File: src/rtl/do_tan_so.sv
`timescale 1ns/1ps
// do_tan_so: frequency meter for slow square waves. Counts synchronized clk_in
// rising edges over a GATE_CYCLES window and publishes the saturated count.
module do_tan_so #(
    parameter int GATE_CYCLES = 50_000_000,
    parameter int CNT_W       = 8
) (
    input  logic             clk,
    input  logic             rst_n,
    input  logic             clk_in,
    input  logic             en,
    output logic [CNT_W-1:0] freq,
    output logic             freq_valid,
    output logic             ovf,
    output logic             busy
);
    localparam int GW = $clog2(GATE_CYCLES);
    localparam logic [GW-1:0]    GATE_LAST = GW'(GATE_CYCLES - 1);
    localparam logic [CNT_W-1:0] CNT_MAX   = {CNT_W{1'b1}};
    localparam logic [1:0] ST_IDLE = 2'd0;
    localparam logic [1:0] ST_GATE = 2'd1;
    localparam logic [1:0] ST_DONE = 2'd2;

    // Returns {saturated, next_count}; an edge arriving at full scale is lost.
    function automatic logic [CNT_W:0] sat_inc(input logic [CNT_W-1:0] cnt, input logic inc);
        if (!inc) begin
            sat_inc = {1'b0, cnt};
        end else if (cnt == CNT_MAX) begin
            sat_inc = {1'b1, cnt};
        end else begin
            sat_inc = {1'b0, cnt + CNT_W'(1'b1)};
        end
    endfunction

    logic             s1_q, s2_q, s3_q, s1_d, s2_d, s3_d;
    logic [1:0]       state_q, state_d;
    logic [GW-1:0]    gate_cnt_q, gate_cnt_d;
    logic [CNT_W-1:0] edge_cnt_q, edge_cnt_d;
    logic             ovf_acc_q, ovf_acc_d;
    logic [CNT_W-1:0] freq_q, freq_d;
    logic             ovf_q, ovf_d;
    logic             valid_q, valid_d;
    logic             busy_q, busy_d;
    logic             edge_s;
    logic             sat_s;
    logic [CNT_W-1:0] edge_nxt_s;

    assign edge_s = s2_q & ~s3_q;
    assign {sat_s, edge_nxt_s} = sat_inc(edge_cnt_q, edge_s);

    // Next-state logic for the synchronizer, gate FSM, counters and result.
    always_comb begin
        s1_d       = clk_in;
        s2_d       = s1_q;
        s3_d       = s2_q;
        state_d    = state_q;
        gate_cnt_d = {GW{1'b0}};
        edge_cnt_d = {CNT_W{1'b0}};
        ovf_acc_d  = 1'b0;
        freq_d     = freq_q;
        ovf_d      = ovf_q;
        valid_d    = 1'b0;
        busy_d     = 1'b0;
        case (state_q)
            ST_IDLE: begin
                if (en) begin
                    state_d = ST_GATE;
                    busy_d  = 1'b1;
                end else begin
                    state_d = ST_IDLE;
                end
            end
            ST_GATE: begin
                if (!en) begin
                    state_d = ST_IDLE;
                end else if (gate_cnt_q == GATE_LAST) begin
                    // Final window cycle: fold in this cycle's edge before publishing.
                    state_d = ST_DONE;
                    freq_d  = edge_nxt_s;
                    ovf_d   = ovf_acc_q | sat_s;
                    valid_d = 1'b1;
                end else begin
                    state_d    = ST_GATE;
                    gate_cnt_d = gate_cnt_q + GW'(1'b1);
                    edge_cnt_d = edge_nxt_s;
                    ovf_acc_d  = ovf_acc_q | sat_s;
                    busy_d     = 1'b1;
                end
            end
            ST_DONE: begin
                if (en) begin
                    state_d = ST_GATE;
                    busy_d  = 1'b1;
                end else begin
                    state_d = ST_IDLE;
                end
            end
            default: begin
                state_d = ST_IDLE;
            end
        endcase
    end

    // State and output registers with asynchronous reset.
    always_ff @(posedge clk or negedge rst_n) begin
        if (!rst_n) begin
            s1_q       <= 1'b0;
            s2_q       <= 1'b0;
            s3_q       <= 1'b0;
            state_q    <= ST_IDLE;
            gate_cnt_q <= {GW{1'b0}};
            edge_cnt_q <= {CNT_W{1'b0}};
            ovf_acc_q  <= 1'b0;
            freq_q     <= {CNT_W{1'b0}};
            ovf_q      <= 1'b0;
            valid_q    <= 1'b0;
            busy_q     <= 1'b0;
        end else begin
            s1_q       <= s1_d;
            s2_q       <= s2_d;
            s3_q       <= s3_d;
            state_q    <= state_d;
            gate_cnt_q <= gate_cnt_d;
            edge_cnt_q <= edge_cnt_d;
            ovf_acc_q  <= ovf_acc_d;
            freq_q     <= freq_d;
            ovf_q      <= ovf_d;
            valid_q    <= valid_d;
            busy_q     <= busy_d;
        end
    end

    assign freq       = freq_q;
    assign freq_valid = valid_q;
    assign ovf        = ovf_q;
    assign busy       = busy_q;
endmodule
File: config.mk
export PLATFORM = sky130hd
export DESIGN_NAME = do_tan_so
export DESIGN_NICKNAME = d
export VERILOG_FILES = /design/src/rtl/do_tan_so.sv
export SDC_FILE = /design/constraint.sdc
export NUM_CORES = 1
export LEC_CHECK = 0
export CELL_PAD_IN_SITES_DETAIL_PLACEMENT = 1
export CELL_PAD_IN_SITES_GLOBAL_PLACEMENT = 1
export CORE_MARGIN = 8
export CORE_UTILIZATION = 46
export CTS_CLUSTER_SIZE = 20
export DETAILED_ROUTE_END_ITERATION = 8
export PLACE_DENSITY = 0.82
export SLEW_MARGIN = 20
export SYNTH_ARGS = -nofsm -noshare
export SYNTH_HDL_FRONTEND = slang
export SYNTH_SLANG_ARGS = --single-unit
File: constraint.sdc
create_clock -name clk -period 2.15 [get_ports clk]
set_input_delay 0.5375 -clock clk [delete_from_list [all_inputs] [get_ports clk]]
set_output_delay 0.5375 -clock clk [all_outputs]
set_load 0.01 [all_outputs]
# Word level (Yosys, flattened, before mapping)
# Index checks and enable logic that the tools add are counted.
# Widths: inputs -> output; s select.
op_classes:
  n_addsub: 2
  n_reduce_logical: 3
  n_mux: 22
  bitwise: 3
  n_eq_ne: 4
ops:
  columns: ["op", "count"]
  rows:
  - ["$mux 26", 3]
  - ["$add 26x1->26 const B", 1]
  - ["$eq 26x26->1 const B", 1]
  - ["$mux 8", 3]
  - ["$mux 9", 2]
  - ["$mux 1", 10]
  - ["$add 8x1->8 const B", 1]
  - ["$eq 8x8->1 const B", 1]
  - ["$mux 2", 2]
  - ["$pmux 2 s2", 1]
  - ["$reduce_and 3->1", 1]
  - ["$eq 2x1->1 const B", 1]
  - ["$eq 2x2->1 const B", 1]
  - ["$logic_not 2->1", 1]
  - ["$pmux 1 s2", 1]
  - ["$reduce_or 2->1", 1]
  - ["$and 1x1->1", 1]
  - ["$not 1->1", 1]
  - ["$or 1x1->1", 1]
totals:
  regBits: 51

# Logic depth before layout (Yosys ltp)
logic_depth:
  word_depth: 7
  mapped_depth: 8
  depth_no_buf: 6

# Least setup slack after synthesis
# Ideal clock, no wire load.
synth_timing:
  path_kind: "register to register"
  start: "register gate_cnt_q[2]"
  end: "register freq_q[2], in the netlist freq[2]"
  n_path_buf: 1
  path_slack_ns: 0.192
  required_time_ns: 2.025
  setup_time_ns: 0.125
  path_stages_with_launch: 7
  synth_period_minus_slack_ns: 1.958
  arrival_ns: 1.833
  path_cell_list: "dfrtp_1 and4_1 buf_4 nand3_2 or4_4 nor2_8 mux2_4"
synth_between:
  elab_chain_cells: 2
synth_lines:
  columns: ["item", "line", "rtl"]
  rows:
  - ["from (decl)", "37", "logic [GW-1:0] gate_cnt_q, gate_cnt_d;"]
  - ["from (signal assigned)", "111", "gate_cnt_q <= {GW{1'b0}};"]
  - ["from (signal assigned)", "123", "gate_cnt_q <= gate_cnt_d;"]
  - ["$eq 26x26->1", "76", "end else if (gate_cnt_q == GATE_LAST) begin"]
  - ["$reduce_and 3->1 (no source line)", null, null]
  - ["to (signal assigned)", "114", "freq_q <= {CNT_W{1'b0}};"]
  - ["to (signal assigned)", "126", "freq_q <= freq_d;"]
  - ["to (decl)", "40", "logic [CNT_W-1:0] freq_q, freq_d;"]
# Every way passes these cells.
# A chain may end at the register's enable or synchronous reset.

# Worst setup path in the final report
layout_timing:
  start: "register gate_cnt_q[7]"
  end: "register edge_cnt_q[7]"
layout_between:
  elab_chain_cells: 4
layout_lines:
  columns: ["item", "line", "rtl"]
  rows:
  - ["$eq 26x26->1", "76", null]
  - ["$mux 8", "76", null]
  - ["$mux 8", "74", "if (!en) begin"]
  - ["$mux 8", "64", "case (state_q)"]
  - ["net edge_cnt_d[7]", "38", "logic [CNT_W-1:0] edge_cnt_q, edge_cnt_d;"]
  - ["to (signal assigned)", "112", "edge_cnt_q <= {CNT_W{1'b0}};"]
  - ["to (signal assigned)", "124", "edge_cnt_q <= edge_cnt_d;"]
  - ["to (decl)", "38", null]
# The timed path passes the listed nets, and every way through them passes these cells.

==> out/metrics.cfg <==
[synthesis]
seq_area_frac_synth_pct=54.4
synth_top_area_share_pct=54.4
synthArstFlopShare_pct=100
post_syn_area_per_cell_um2=10.4
yosysWarnings=0
synth_top_cell_by_area=sky130_fd_sc_hd__dfrtp_1
post_synth_most_frequent_cells=50 x sky130_fd_sc_hd__dfrtp_1, 44 x sky130_fd_sc_hd__nor2_1, 19 x sky130_fd_sc_hd__xnor2_1
syn_area_um2=2300
postSynthRegisterBits=50
synth-edff-count=0
post_synth_main_area_contributors=sky130_fd_sc_hd__dfrtp_1 54%, sky130_fd_sc_hd__xnor2_1 7.2%, sky130_fd_sc_hd__nor2_1 7.2%, sky130_fd_sc_hd__mux2i_1 3.9%, sky130_fd_sc_hd__xor2_1 3.4%
synthesis.nets=227
ys.flop_type=sky130_fd_sc_hd__dfrtp_1
most_repeated_cell_in_the_gate_level_netlist_after_synthesis=sky130_fd_sc_hd__dfrtp_1
ys_types=31
synthesis.instances=221

[floorplan]
die_w_um=86.7
die_height_um=86.7
initial_core_util_pct=48.1
cell_rows=25
placeableCoreArea_um2=4790
floorplan_die_area_um2=7520
design.portCount=15

[sta]
finalHoldWorstSlack_ps=181
final_max_slew_viol_count=0
timing.setup.tns_ps=0
fmax_ghz=0.486
rsz0062_at_grt=no
finalCriticalPeriod_ps=2060
finalHoldViolCount=0
tightestPinTransition_ps=469
post-route-period-util_pct=95.7
max-slew-margin-rel_pct=68.7
setup_viol=0
final.setup_skew_ps=8.06

[worst_setup_path]
regToRegEndpoint=edge_cnt_q[7]
worstSetupEndpointType=flip-flop
cp_max_fo=12
timing.rr.start=gate_cnt_q[7]
cp-endpoint=edge_cnt_q[7]
setup.worst_path.start_class=flip-flop
crit_path_start=gate_cnt_q[7]
r2r_slack_ps=90
reg2regPathDepth=6
critical_path_class=flip-flop to flip-flop
worst_ep_arrival_time_ps=2230
wp_data_required_ps=2320

[job]
max_cap_viol_count=0

[cts]
clk_path_buf_depth=2
clkTransAtPathRegs_ps=80
cts_sinks=50
postCtsSetupBuffers=0
cts.htree.levels=2
insertion_delay_ps=300
clockRootBuffer=sky130_fd_sc_hd__clkbuf_8
numCtsBuffers=5
cts_tree=built

[layout]
layout_cells_sized_above_1_pct=7.82
num_antenna_cells=0
synthToLayoutAreaGrowth_pct=14.7
nNetsFinal=249
top_register=gate_cnt_q
postLayoutCoreUtil_pct=55.1
largest_register_ffs=26

[routing]
detailed_route_drc_error_count=0
detail_route.vias_per_cell=5.22
num_vias=1617
drt.antenna.violating_nets=0
drt_first_iter_violations=52
routed_wire_length_per_instance_um=15.1
routed_wirelength_um=4670
detailedRoute.firstPassIterationCount=4

[grt]
via_count_of_the_first_global_routing_pass=1728
antenna_found_initial=0
grt-ovfl-total=0
groute.usage.overall_pct=14.0
grt_pass1_wl_um=8390
grt_max_degree=32

[pwr]
overall_power_consumption_mw=1.54
power_leakage_nw=1.09
power.ir.vdd_worst_uv=291
power.density_cell_area_nw_per_um2=585

[worst_hold_path]
worst_hold_path_type=primary input to async pin

[placement]
placement.io_buffers=14
gp_routability_congestion=0.831
dp_hpwl_um=3490

[outcome]
outcome=finished clean

-- timing repair --
item / CTS / global route
setup endpoints to repair: 0 / 1
gates resized for setup: 0 / 2
hold buffers: 0 / 0
-- per-layer routing --
| layer | vias to the layer above | GRT usage [%] | routed length [um] |
|---|---|---|---|
| li1 | 778 | - | - |
| met2 | 25 | 22.9 | 2310 |
| met1 | 808 | 17.5 | 2110 |
| met3 | 6 | 3.69 | 200 |
| met4 | 0 | 4.23 | 53 |
| met5 | - | 0 | 0 |
-- critical path, cell delays in order (launching register included) --
cell	delay (ps)
sky130_fd_sc_hd__dfrtp_1	440
sky130_fd_sc_hd__nor4bb_2	320
sky130_fd_sc_hd__nand3_1	140
sky130_fd_sc_hd__or4_4	580
sky130_fd_sc_hd__nand2b_1	160
sky130_fd_sc_hd__buf_4	220
sky130_fd_sc_hd__nor2_1	70
-- placed cells by master (no fill, tap or decap), types with 3 or more instances in the layout --
cell type / n
sky130_fd_sc_hd__dfrtp_1: 50
sky130_fd_sc_hd__nor2_1: 44
sky130_fd_sc_hd__xnor2_1: 19
sky130_fd_sc_hd__inv_1: 14
sky130_fd_sc_hd__clkdlybuf4s50_1: 13
sky130_fd_sc_hd__nand2_1: 10
sky130_fd_sc_hd__nand4_1: 10
sky130_fd_sc_hd__nand3_1: 9
sky130_fd_sc_hd__xor2_1: 9
sky130_fd_sc_hd__mux2i_1: 9
sky130_fd_sc_hd__nor3_1: 8
sky130_fd_sc_hd__clkbuf_8: 5
sky130_fd_sc_hd__o21ai_0: 4
sky130_fd_sc_hd__nor2b_1: 3
sky130_fd_sc_hd__and2_1: 3
sky130_fd_sc_hd__nor4_1: 3
sky130_fd_sc_hd__buf_4: 3
-- kinds of logic after synthesis --
| group | Yosys count | synth area share (%) |
|---|---|---|
| AOI/OAI and AO/OA | 7 | 1.69 |
| muxes | 10 | 4.57 |
| adders and majority gates | 2 | 1.09 |
| buffers and inverters | 19 | 3.92 |
| DFF | 50 | 54.4 |
| and+or+nand+nor | 105 | 23.7 |
| xor gates and xnor gates | 28 | 10.7 |
-- metrics by stage --
stage,area (um2),setup slack (ps),instances
6_report,2640,93.3,310
3_5_place_dp,2550,106,303
2_1_floorplan,2300,192,221
4_1_cts,2630,96.4,310
5_1_grt,2640,3.87,310
3_3_place_gp,2550,195,303
-- layout make-up --
type / count / area (um2)
Clock buffer: 7 / 76.3
Fill cell: 535 / 2150
Inverter: 14 / 52.6
Multi-Input combinational cell: 152 / 966
Sequential cell: 50 / 1250
Tap cell: 67 / 83.8
Timing Repair Buffer: 20 / 209
-- power by group --
group	leakage (nW)	total (mW)	switching [mW]	internal [mW]
clock network	0.0383	0.506	0.281	0.225
logic	0.401	0.0827	0.0555	0.0272
registers	0.647	0.955	0.00612	0.949
total	1.09	1.54	0.343	1.20
-- worst min-delay path by stage --
stage	end	slack [ps]
6_report	freq[5]	180
3_5_place_dp	s2_q	340
2_1_floorplan	busy	240
3_3_place_gp	s2_q	340
5_1_grt	freq[5]	200
4_1_cts	freq[5]	190
(Power assumes the default switching activity.)
